[src/rtl/m_7seg_scan_ctrl_if.sv]
// Display-value load bus and segment/digit drive bundle
// for the 7-segment scan controller.
interface m_7seg_scan_ctrl_if #(
    parameter int DIGITS = 4
);
    logic                  w_we;
    logic [4*DIGITS-1:0]   w_data;
    logic                  w_lzb;
    logic [6:0]            w_seg;
    logic [3:0]            r_nibble;
    logic [6:0]            r_seg;
    logic [DIGITS-1:0]     r_an;
    logic                  r_ack;
    logic                  r_frame;

    modport master (
        output w_we, w_data, w_lzb, w_seg,
        input  r_nibble, r_seg, r_an, r_ack, r_frame
    );

    modport slave (
        input  w_we, w_data, w_lzb, w_seg,
        output r_nibble, r_seg, r_an, r_ack, r_frame
    );
endinterface

[src/rtl/m_7seg_scan_ctrl.sv]
// Multiplexed 7-segment scan controller: gap/drive sequencing,
// leading-zero blanking and frame-boundary double buffering.
module m_7seg_scan_ctrl #(
    parameter int DIGITS      = 4,
    parameter int HOLD_CYCLES = 1000,
    parameter int BLANK_GAP   = 2
) (
    input  logic               w_clk,
    input  logic               w_rst,
    m_7seg_scan_ctrl_if.slave  bus
);
    typedef enum logic {GAP, DRIVE} state_t;

    localparam int CMAX = (HOLD_CYCLES > BLANK_GAP) ?
                          HOLD_CYCLES : BLANK_GAP;
    localparam int CW = (CMAX > 1) ? $clog2(CMAX) : 1;
    localparam int KW = $clog2(DIGITS);
    localparam logic [CW-1:0] GAP_LAST  = CW'(BLANK_GAP - 1);
    localparam logic [CW-1:0] HOLD_LAST = CW'(HOLD_CYCLES - 1);
    localparam logic [KW-1:0] K_LAST    = KW'(DIGITS - 1);
    localparam logic [DIGITS-1:0] AN_ONE = DIGITS'(1);

    state_t              r_state;
    logic [KW-1:0]       r_k;
    logic [CW-1:0]       r_cnt;
    logic [4*DIGITS-1:0] r_active;
    logic [4*DIGITS-1:0] r_pending;
    logic                r_pend_vld;
    logic [3:0]          r_nibble;
    logic [6:0]          r_seg;
    logic [DIGITS-1:0]   r_an;
    logic                r_ack;
    logic                r_frame;

    logic                w_gap_end;
    logic                w_drive_end;
    logic                w_commit;
    logic                w_blank;
    logic [KW-1:0]       w_k_next;
    logic [4*DIGITS-1:0] w_next_act;

    assign w_gap_end   = (r_state == GAP) && (r_cnt == GAP_LAST);
    assign w_drive_end = (r_state == DRIVE) && (r_cnt == HOLD_LAST);
    assign w_commit    = w_drive_end && (r_k == K_LAST) && r_pend_vld;
    assign w_k_next    = (r_k == K_LAST) ? '0 : r_k + 1'b1;
    assign w_next_act  = w_commit ? r_pending : r_active;

    // Blank digit k only if it and every more significant digit is zero.
    always_comb begin
        w_blank = bus.w_lzb && (r_k != '0);
        for (int j = 0; j < DIGITS; j++) begin
            if ((KW'(j) >= r_k) && (r_active[4*j +: 4] != 4'd0))
                w_blank = 1'b0;
        end
    end

    always_ff @(posedge w_clk or posedge w_rst) begin
        if (w_rst) begin
            r_state    <= GAP;
            r_k        <= '0;
            r_cnt      <= '0;
            r_active   <= '0;
            r_pending  <= '0;
            r_pend_vld <= 1'b0;
            r_nibble   <= 4'd0;
            r_seg      <= 7'd0;
            r_an       <= '0;
            r_ack      <= 1'b0;
            r_frame    <= 1'b0;
        end else begin
            r_ack <= w_commit;
            // A load on the commit edge lands in the next frame.
            if (bus.w_we) begin
                r_pending  <= bus.w_data;
                r_pend_vld <= 1'b1;
            end else if (w_commit) begin
                r_pend_vld <= 1'b0;
            end
            if (w_commit)
                r_active <= r_pending;
            unique case (r_state)
                GAP: begin
                    if (w_gap_end) begin
                        r_cnt   <= '0;
                        r_state <= DRIVE;
                        r_seg   <= w_blank ? 7'd0 : bus.w_seg;
                        r_an    <= AN_ONE << r_k;
                        r_frame <= (r_k == K_LAST) &&
                                   (HOLD_LAST == '0);
                    end else begin
                        r_cnt <= r_cnt + CW'(1);
                    end
                end
                DRIVE: begin
                    if (w_drive_end) begin
                        r_cnt    <= '0;
                        r_state  <= GAP;
                        r_an     <= '0;
                        r_seg    <= 7'd0;
                        r_k      <= w_k_next;
                        r_nibble <= w_next_act[4*w_k_next +: 4];
                        r_frame  <= 1'b0;
                    end else begin
                        r_cnt   <= r_cnt + CW'(1);
                        r_frame <= (r_k == K_LAST) &&
                                   ((r_cnt + CW'(1)) == HOLD_LAST);
                    end
                end
            endcase
        end
    end

    assign bus.r_nibble = r_nibble;
    assign bus.r_seg    = r_seg;
    assign bus.r_an     = r_an;
    assign bus.r_ack    = r_ack;
    assign bus.r_frame  = r_frame;
endmodule
[src/flat_wrapper.sv]
// flat-port wrapper written by rule: the top's interface ports become plain ports
module m_7seg_scan_ctrl_flat 
#(
    parameter int DIGITS      = 4,
    parameter int HOLD_CYCLES = 1000,
    parameter int BLANK_GAP   = 2
)
  (w_clk, w_rst, bus_w_we, bus_w_data, bus_w_lzb, bus_w_seg, bus_r_nibble, bus_r_seg, bus_r_an, bus_r_ack, bus_r_frame);
  m_7seg_scan_ctrl_if #(.DIGITS(DIGITS)) bus_i ();
  input  logic w_clk;
  input  logic w_rst;
  input wire logic [$bits(bus_i.w_we)-1:0] bus_w_we;
  input wire logic [$bits(bus_i.w_data)-1:0] bus_w_data;
  input wire logic [$bits(bus_i.w_lzb)-1:0] bus_w_lzb;
  input wire logic [$bits(bus_i.w_seg)-1:0] bus_w_seg;
  output wire logic [$bits(bus_i.r_nibble)-1:0] bus_r_nibble;
  output wire logic [$bits(bus_i.r_seg)-1:0] bus_r_seg;
  output wire logic [$bits(bus_i.r_an)-1:0] bus_r_an;
  output wire logic [$bits(bus_i.r_ack)-1:0] bus_r_ack;
  output wire logic [$bits(bus_i.r_frame)-1:0] bus_r_frame;
  assign bus_i.w_we = bus_w_we;
  assign bus_i.w_data = bus_w_data;
  assign bus_i.w_lzb = bus_w_lzb;
  assign bus_i.w_seg = bus_w_seg;
  assign bus_r_nibble = bus_i.r_nibble;
  assign bus_r_seg = bus_i.r_seg;
  assign bus_r_an = bus_i.r_an;
  assign bus_r_ack = bus_i.r_ack;
  assign bus_r_frame = bus_i.r_frame;
  m_7seg_scan_ctrl #(.DIGITS(DIGITS), .HOLD_CYCLES(HOLD_CYCLES), .BLANK_GAP(BLANK_GAP)) u_core (.w_clk(w_clk), .w_rst(w_rst), .bus(bus_i));
endmodule
[config.mk]
export PLATFORM = sky130hd
export DESIGN_NAME = m_7seg_scan_ctrl_flat
export DESIGN_NICKNAME = d
export VERILOG_FILES = /design/src/rtl/m_7seg_scan_ctrl_if.sv /design/src/rtl/m_7seg_scan_ctrl.sv /design/src/flat_wrapper.sv
export SDC_FILE = /design/constraint.sdc
export NUM_CORES = 1
export LEC_CHECK = 0
export BUFFER_PORTS_ARGS = -buffer_cell sky130_fd_sc_hd__buf_2
export CAP_MARGIN = 20
export CORE_UTILIZATION = 56
export CTS_CLUSTER_DIAMETER = 80
export DETAILED_ROUTE_END_ITERATION = 10
export PLACE_DENSITY = 0.75
export RECOVER_POWER = 100
export SETUP_SLACK_MARGIN = 0.05
export SYNTH_ARGS = -nofsm -noshare
export SYNTH_HDL_FRONTEND = slang
export SYNTH_SLANG_ARGS = --single-unit
[constraint.sdc]
create_clock -name w_clk -period 2.9 [get_ports w_clk]
set_clock_uncertainty 0.1 [all_clocks]
set_input_delay 0.145 -clock w_clk [delete_from_list [all_inputs] [get_ports w_clk]]
set_output_delay 0.145 -clock w_clk [all_outputs]
set_load 0.1 [all_outputs]
==> Yosys cells after proc, flatten, opt, wreduce, memory -nomap -nowiden <==
Cells that the tools add are included.
{ "op_classes": {"n_addsub": 2, "n_lt_le_gt_ge": 4, "n_eq_ne": 6, "shifts": 2, "muxes": 24, "bitwise_logic": 1, "n_reduce_logical": 18} }
{ "ops": {"columns": ["operator", "count"], "rows": [
  ["$mux 7", 3],
  ["$eq 10x10->1 const B", 2],
  ["$mux 10", 2],
  ["$pmux 10 s2", 1],
  ["$mux 16", 1],
  ["$reduce_bool 4->1", 4],
  ["$shiftx 16x5->4", 1],
  ["$pmux 7 s2", 1],
  ["$add 10x1->10 const B", 1],
  ["$eq 10x1->1 const B", 1],
  ["$logic_and 1x1->1", 10],
  ["$mux 1", 10],
  ["$mux 4", 2],
  ["$pmux 4 s2", 1],
  ["$ge 1x2->1 const A", 2],
  ["$ge 2x2->1 const A", 2],
  ["$pmux 1 s2", 2],
  ["$reduce_and 2->1", 2],
  ["$reduce_bool 2->1", 2],
  ["$shl 1x2->4 const A", 1],
  ["$add 2x1->2 const B", 1],
  ["$eq 2x2->1 const B", 1],
  ["$mux 2", 1],
  ["$ne 2x1->1 const B", 1],
  ["2 further kinds", 2]
]} }
{ "word_totals": {"register_bits": 63, "inputBits": 27, "wordCells": 68} }

==> Longest topological paths before layout <==
{ "depth": {"ltp_word": 9, "depth_mapped": 8} }

==> Worst setup path after synthesis <==
Ideal clock, no wire load.
{ "synth_timing": {"path_type": "reg-to-reg", "from": "register u_core.r_k[0]", "to": "register u_core.r_seg[0], in the netlist u_core.bus.r_seg[0]", "setup_ns": 0.119, "arrival_time_ns": 2.018, "setup_slack_ns": 0.663, "stages_incl_launch_ff": 7, "n_path_buf": 0, "period_less_slack_ns": 2.237, "cell_sequence": "dfrtp_1 > inv_1 > ha_1 > or4b_2 > nor4_1 > nor3b_4 > a21bo_2"} }
{ "synth_via": {"elab_chain_cells": 9, "word_cells_on_any_way": 17, "cone_classes": "order compare (4); mux (7); reduce/logical (6)"} }
{ "synth_rtl": {"columns": ["item", "line_no", "source"], "rows": [
  ["start: declaration", "m_7seg_scan_ctrl.sv:24", "logic [KW-1:0] r_k;"],
  ["start signal: assignment", "m_7seg_scan_ctrl.sv:100", "r_k <= w_k_next;"],
  ["$ge 1x2->1 / $reduce_bool 2->1 (equally long branches)", "m_7seg_scan_ctrl.sv:52, m_7seg_scan_ctrl.sv:50", null],
  ["$logic_and 1x1->1 (on tied branches)", "m_7seg_scan_ctrl.sv:52, m_7seg_scan_ctrl.sv:50", null],
  ["$mux 1 (3 in a row)", "m_7seg_scan_ctrl.sv:52", "if ((KW'(j) >= r_k) && (r_active[4*j +: 4] != 4'd0))"],
  ["$mux 1 (*)", "m_7seg_scan_ctrl.sv:52", null],
  ["$mux 7 (*)", "m_7seg_scan_ctrl.sv:86", "r_seg <= w_blank ? 7'd0 : bus.w_seg;"],
  ["$mux 7 (*)", "m_7seg_scan_ctrl.sv:83", "if (w_gap_end) begin"],
  ["$pmux 7 s2 (*)", "m_7seg_scan_ctrl.sv:81", "unique case (r_state)"],
  ["end signal: assignment", "m_7seg_scan_ctrl.sv:86", null],
  ["end: declaration", "m_7seg_scan_ctrl.sv:30", "logic [6:0] r_seg;"]
]} }
Mark *: on every way between the ends. The rest lies on a longest branch, timed or not. The select of a mux whose other input is x is not followed.
A chain may end at the register's enable or synchronous reset.

==> Worst setup path in the final report <==
{ "layout_timing": {"from": "register u_core.r_cnt[0]", "to": "register u_core.r_nibble[0], in the netlist u_core.bus.r_nibble[0]"} }
{ "layout_via": {"elab_chain_cells": 6, "word_cells_on_any_way": 7, "cone_classes": "eq/ne (1); shift (1); mux (1); reduce/logical (4)"} }
{ "layout_rtl": {"columns": ["item", "line_no", "source"], "rows": [
  ["start: declaration", "m_7seg_scan_ctrl.sv:25", "logic [CW-1:0] r_cnt;"],
  ["start signal: assignment", "m_7seg_scan_ctrl.sv:91", "r_cnt <= r_cnt + CW'(1);"],
  ["start signal: assignment", "m_7seg_scan_ctrl.sv:104", "r_cnt <= r_cnt + CW'(1);"],
  ["$eq 10x10->1 (*)", "m_7seg_scan_ctrl.sv:43", "assign w_drive_end = (r_state == DRIVE) && (r_cnt == HOLD_LAST);"],
  ["$logic_and 1x1->1 (*)", "m_7seg_scan_ctrl.sv:43", null],
  ["$logic_and 1x1->1 (2 in a row)", "m_7seg_scan_ctrl.sv:44", "assign w_commit = w_drive_end && (r_k == K_LAST) && r_pend_vld;"],
  ["$mux 16", "m_7seg_scan_ctrl.sv:46", "assign w_next_act = w_commit ? r_pending : r_active;"],
  ["$shiftx 16x5->4", "m_7seg_scan_ctrl.sv:101", "r_nibble <= w_next_act[4*w_k_next +: 4];"],
  ["end signal: assignment", "m_7seg_scan_ctrl.sv:101", null],
  ["end: declaration", "m_7seg_scan_ctrl.sv:29", "logic [3:0] r_nibble;"]
]} }
Mark *: on every way between the ends. The rest lies on a longest branch, timed or not.

==> implementation parameters <==
Parameter                              Value

Pwr
  Share of power burned in the clock network ... 0.451
  Sequential cell fraction of total power ... 0.476
  Sw Pwr ... 0.4192 mW
  Switch share ... 0.2163
  VDD IR-drop max ... ~340 uV
  Pint ... 1.519 mW
  Leakage dissipation ... 1.770 nW
  Tot Pwr ... just under 2 mW
  Power Density ... 525.8 nW/um^2
  Comb pwr share ... 0.073

Synth
  Number of instances in the synthesized netlist ... 288
  Fraction of synthesis flops using an asynchronous set or reset pin ... 1.000
  Xor-xnor portion of the synthesized cell area ... 0.02351
  Synthesized cell area ... 2980 sq um
  Main synth FF type ... sky130_fd_sc_hd__dfrtp_1
  Number of enable-type register cells in the synthesized netlist ... 0
  Proportion of synthesized area in mux cells ... 0.07893
  Count of unique library cells instantiated by Yosys ... between 40 and 50
  Simple-gate share of the synthesized area ... 0.2099
  Average size of a mapped cell ... 10.35 sq um
  Post-Synth Adder-Cell Area ... 0.03359
  Synthesized flop and latch total ... 63
  Total number of yosys warnings ... 0
  Syn Nets ... 323
  Post-synthesis sequential area ratio ... 0.5290
  Compound-Gate Fraction of Synth Area ... 0.09110
  Combinational family with the most area after synthesis ... simple AND/OR/NAND/NOR gates

Detailed routing
  Final ANT Viol Nets ... 0
  Drc violations ... 0
  Highest metal used ... met4
  Routed met2 length ... 2985 um
  Via count of the routed design ... 2290
  Sum of routed wire segments on met1 ... 2833 um
  Avg Vias per Cell ... 5.350
  Average wire per standard cell ... 14.54 um
  Routed wire length on met3 ... 267 um
  Length of the first detailed-routing pass in iterations ... 4
  Routed wire length ... between 6000 and 7000 um
  Number of design-rule violations left by the first detailed-router iteration ... 159

Timing
  Final Critical Period ... 2.569 ns
  Fin. Hold Viols ... 0
  Ratio of final minimum period to clock period ... 0.8858
  Top achievable clock speed ... 389.3 MHz
  Sum of negative setup slack ... 0 ns
  Slew at the pin with the worst max-slew slack ... 1.175 ns
  Setup repair after global routing missed its margin ... false
  Relative slew slack ... 0.2197
  Number of max-slew violations in the final report ... 0
  Final setup violating endpoints ... 0

Layout
  Sequential Area ... about 1600 sq um
  Share of layout cells above drive strength 1 ... 0.2123
  Ant. Diodes ... 0
  Signed area change from the synthesized netlist to the final layout ... 23.68%
  Fillers ... 397
  Footprint of the multi-input gates ... roughly 1300 sq um
  Final-stage net count ... 389

Worst setup path
  Nature of the critical path endpoint ... flip-flop
  Worst Path Arrival ... between 2 and 3 ns
  Largest fanout of any net on the critical path ... 10
  Startpoint Class ... flip-flop
  Critical path's largest stage delay ... 0.46 ns
  Cell with the largest stage delay on the worst path ... sky130_fd_sc_hd__dfrtp_1
  CP required ... between 3 and 4 ns
  Sequence of cells on the critical path ... ha_1, and4b_1, nand4_1, buf_4, mux2i_1, o31a_1, o41ai_1
  Critical path class ... flip-flop to flip-flop

Global route
  Aggregate global routing overflow ... 0
  Antenna violations before repair ... 0
  First-pass GRT wire length ... between 10000 and 15000 um
  Pin count of the biggest net entering global routing ... 52
  Total Routing Usage GR ... 0.2516
  Via count of the first global-routing pass ... 2226

Placement
  IO Port Bufs ... 43
  Last weighted congestion value of the routability-driven placer ... 0.8844
  HPWL after DPL ... 4092 um

Run
  Number of max-cap violations ... 0

Clock tree
  Post-CTS setup buffers ... 0
  Register clock-pin slew on the reported worst setup and hold paths ... 0.07 ns
  Maximum count of clock buffers along a single path ... 2
  Clock tree from TritonCTS ... done
  Clock latency reported for the late side of the worst-skew pair ... approximately 0.34 ns
  Number of sinks driven by the clock tree ... 63
  CTS root buffer ... sky130_fd_sc_hd__clkbuf_8
  Deepest level of the CTS H-tree ... 3
  TritonCTS buffer count ... 9

Floorplan
  Std cell rows ... 26
  IO Count ... 44
  Area of the core ... 5107 sq um
  Overall die area ... 5618 sq um
  Vert. Die Dim ... 74.95 um
  Initial cell density of the core ... 0.5835
  Die Wd ... between 70 and 80 um

Hold path
  Class of the worst hold path ... primary input to flip-flop

Run status
  Status ... completed
[per-layer routing]
layer,vias to the layer above,GRT usage
met5,-,0
met4,0,0.1258
met3,14,0.04418
met2,69,0.4144
met1,1091,0.3216
li1,1116,-
[final timing paths]
check,end,slack [ns],startpoint,cells after the start
max in group asynchronous,u_core.r_pending[3]$_DFFE_PP0P_,1.18,w_rst,5
min in group asynchronous,u_core.r_k[0]$_DFFE_PP0P_,0.44,w_rst,3
hold / removal,u_core.r_pend_vld$_DFFE_PP0P_,0.19,bus_w_we,2
setup / recovery,u_core.bus.r_nibble[0]$_DFFE_PP0P_,0.33,u_core.r_cnt[0]$_DFF_PP0_,7
setup reg to reg,u_core.bus.r_nibble[0]$_DFFE_PP0P_,0.33,u_core.r_cnt[0]$_DFF_PP0_,7
hold reg to reg,u_core.r_active[6]$_DFF_PP0_,0.37,u_core.r_pending[6]$_DFFE_PP0P_,2
[synth_stat cells (all sizes together) (3+ instances only)]
library cell / count / area [sq um]
nand2: 67 / 251.5
dfrtp: 63 / 1577
nor2: 22 / 82.58
mux2: 20 / 225.2
clkbuf: 11 / 41.29
nand3: 9 / 45.04
ha: 8 / 100.1
a21bo: 7 / 70.07
inv: 7 / 26.28
xnor2: 7 / 61.31
buf: 6 / 33.78
nor3: 6 / 30.03
o21ai: 6 / 30.03
and3: 4 / 27.52
nor4: 4 / 40.04
a21oi: 3 / 15.01
nand4: 3 / 25.02
o41ai: 3 / 26.28
or2: 3 / 18.77
[power by group through the flow]
stage	Sequential [mW]	Combinational, mW	Clock (mW)
3_3_place_gp	0.938	0.115	0
3_5_place_dp	0.939	0.117	0
6_report	0.923	0.142	0.873
4_1_cts	0.923	0.142	0.883
5_1_grt	0.926	0.153	0.919
2_1_floorplan	0.971	0.0479	0
[sequential cells by signal, summed over array words and instances, names as in the netlist]
name and flops:
u_core.r_active 16, u_core.r_pending 16, u_core.r_cnt 10, u_core.bus.r_seg 7, u_core.bus.r_an 4, u_core.bus.r_nibble 4
u_core.r_k 2, u_core.bus.r_ack 1, u_core.bus.r_frame 1, u_core.r_pend_vld 1, u_core.r_state 1
[cells by family (layout without fill, tap and decap cells)]
family / Yosys count / count (layout)
buffers and inverters: 24 / 94
adder cells (fa/ha/maj): 8 / 8
flip-flops: 63 / 63
AND/OR/NAND/NOR: 129 / 129
multiplexers: 21 / 21
XOR/XNOR: 8 / 8
AO/OA/AOI/OAI: 35 / 35
[through the flow]
stage	hold WS [ns]	cell area (sq um)	cells	utilization	setup slack, ns
6_report	0.1883	3686	428	0.7217	0.3311
2_1_floorplan	0.1746	2980	288	-	0.6628
3_3_place_gp	0.2603	3238	388	0.6340	0.5490
3_5_place_dp	0.2628	3238	388	0.6340	0.4962
5_1_grt	0.2090	3686	428	0.7217	0.1844
4_1_cts	0.1786	3709	427	0.7261	0.4776
[cell type report]
cell class	instances	area share
clock inverter	3	0.01765
sequential	63	0.4277
tap	70	0.02376
inverter	7	0.007128
clock buffer	12	0.04481
timing repair buffer	72	0.1283
multi-input combinational	201	0.3506
[critical path, delay by kind of cell (launching register included)]
kind	cells	cell delay, ns
and+or+nand+nor	2	0.74
DFF	1	0.46
adders and majority gates	1	0.36
buffers and inverters	1	0.36
AOI/OAI and AO/OA	2	0.31
muxes	1	0.14
[cell usage in the layout (no fill, tap or decap), drive strengths merged, types with 2 or more instances in the layout]
master	n
a21bo	7
a21oi	3
a221oi	2
and3	4
and4b	2
buf	28
bufinv	2
clkbuf	32
dfrtp	63
dlygate4sd3	24
ha	8
inv	7
mux2	20
nand2	67
nand3	9
nand4	3
nor2	22
nor3	6
nor4	4
o2111ai	2
o21ai	6
o22ai	2
o41ai	3
or2	3
or3	2
or4b	2
xnor2	7
[timing repair]
action | CTS | global route
hold endpoints to repair | 69 | 0
gates resized for setup | 0 | 0
hold buffers | 24 | 0
No activity file was read; power rests on OpenSTA's default activity.
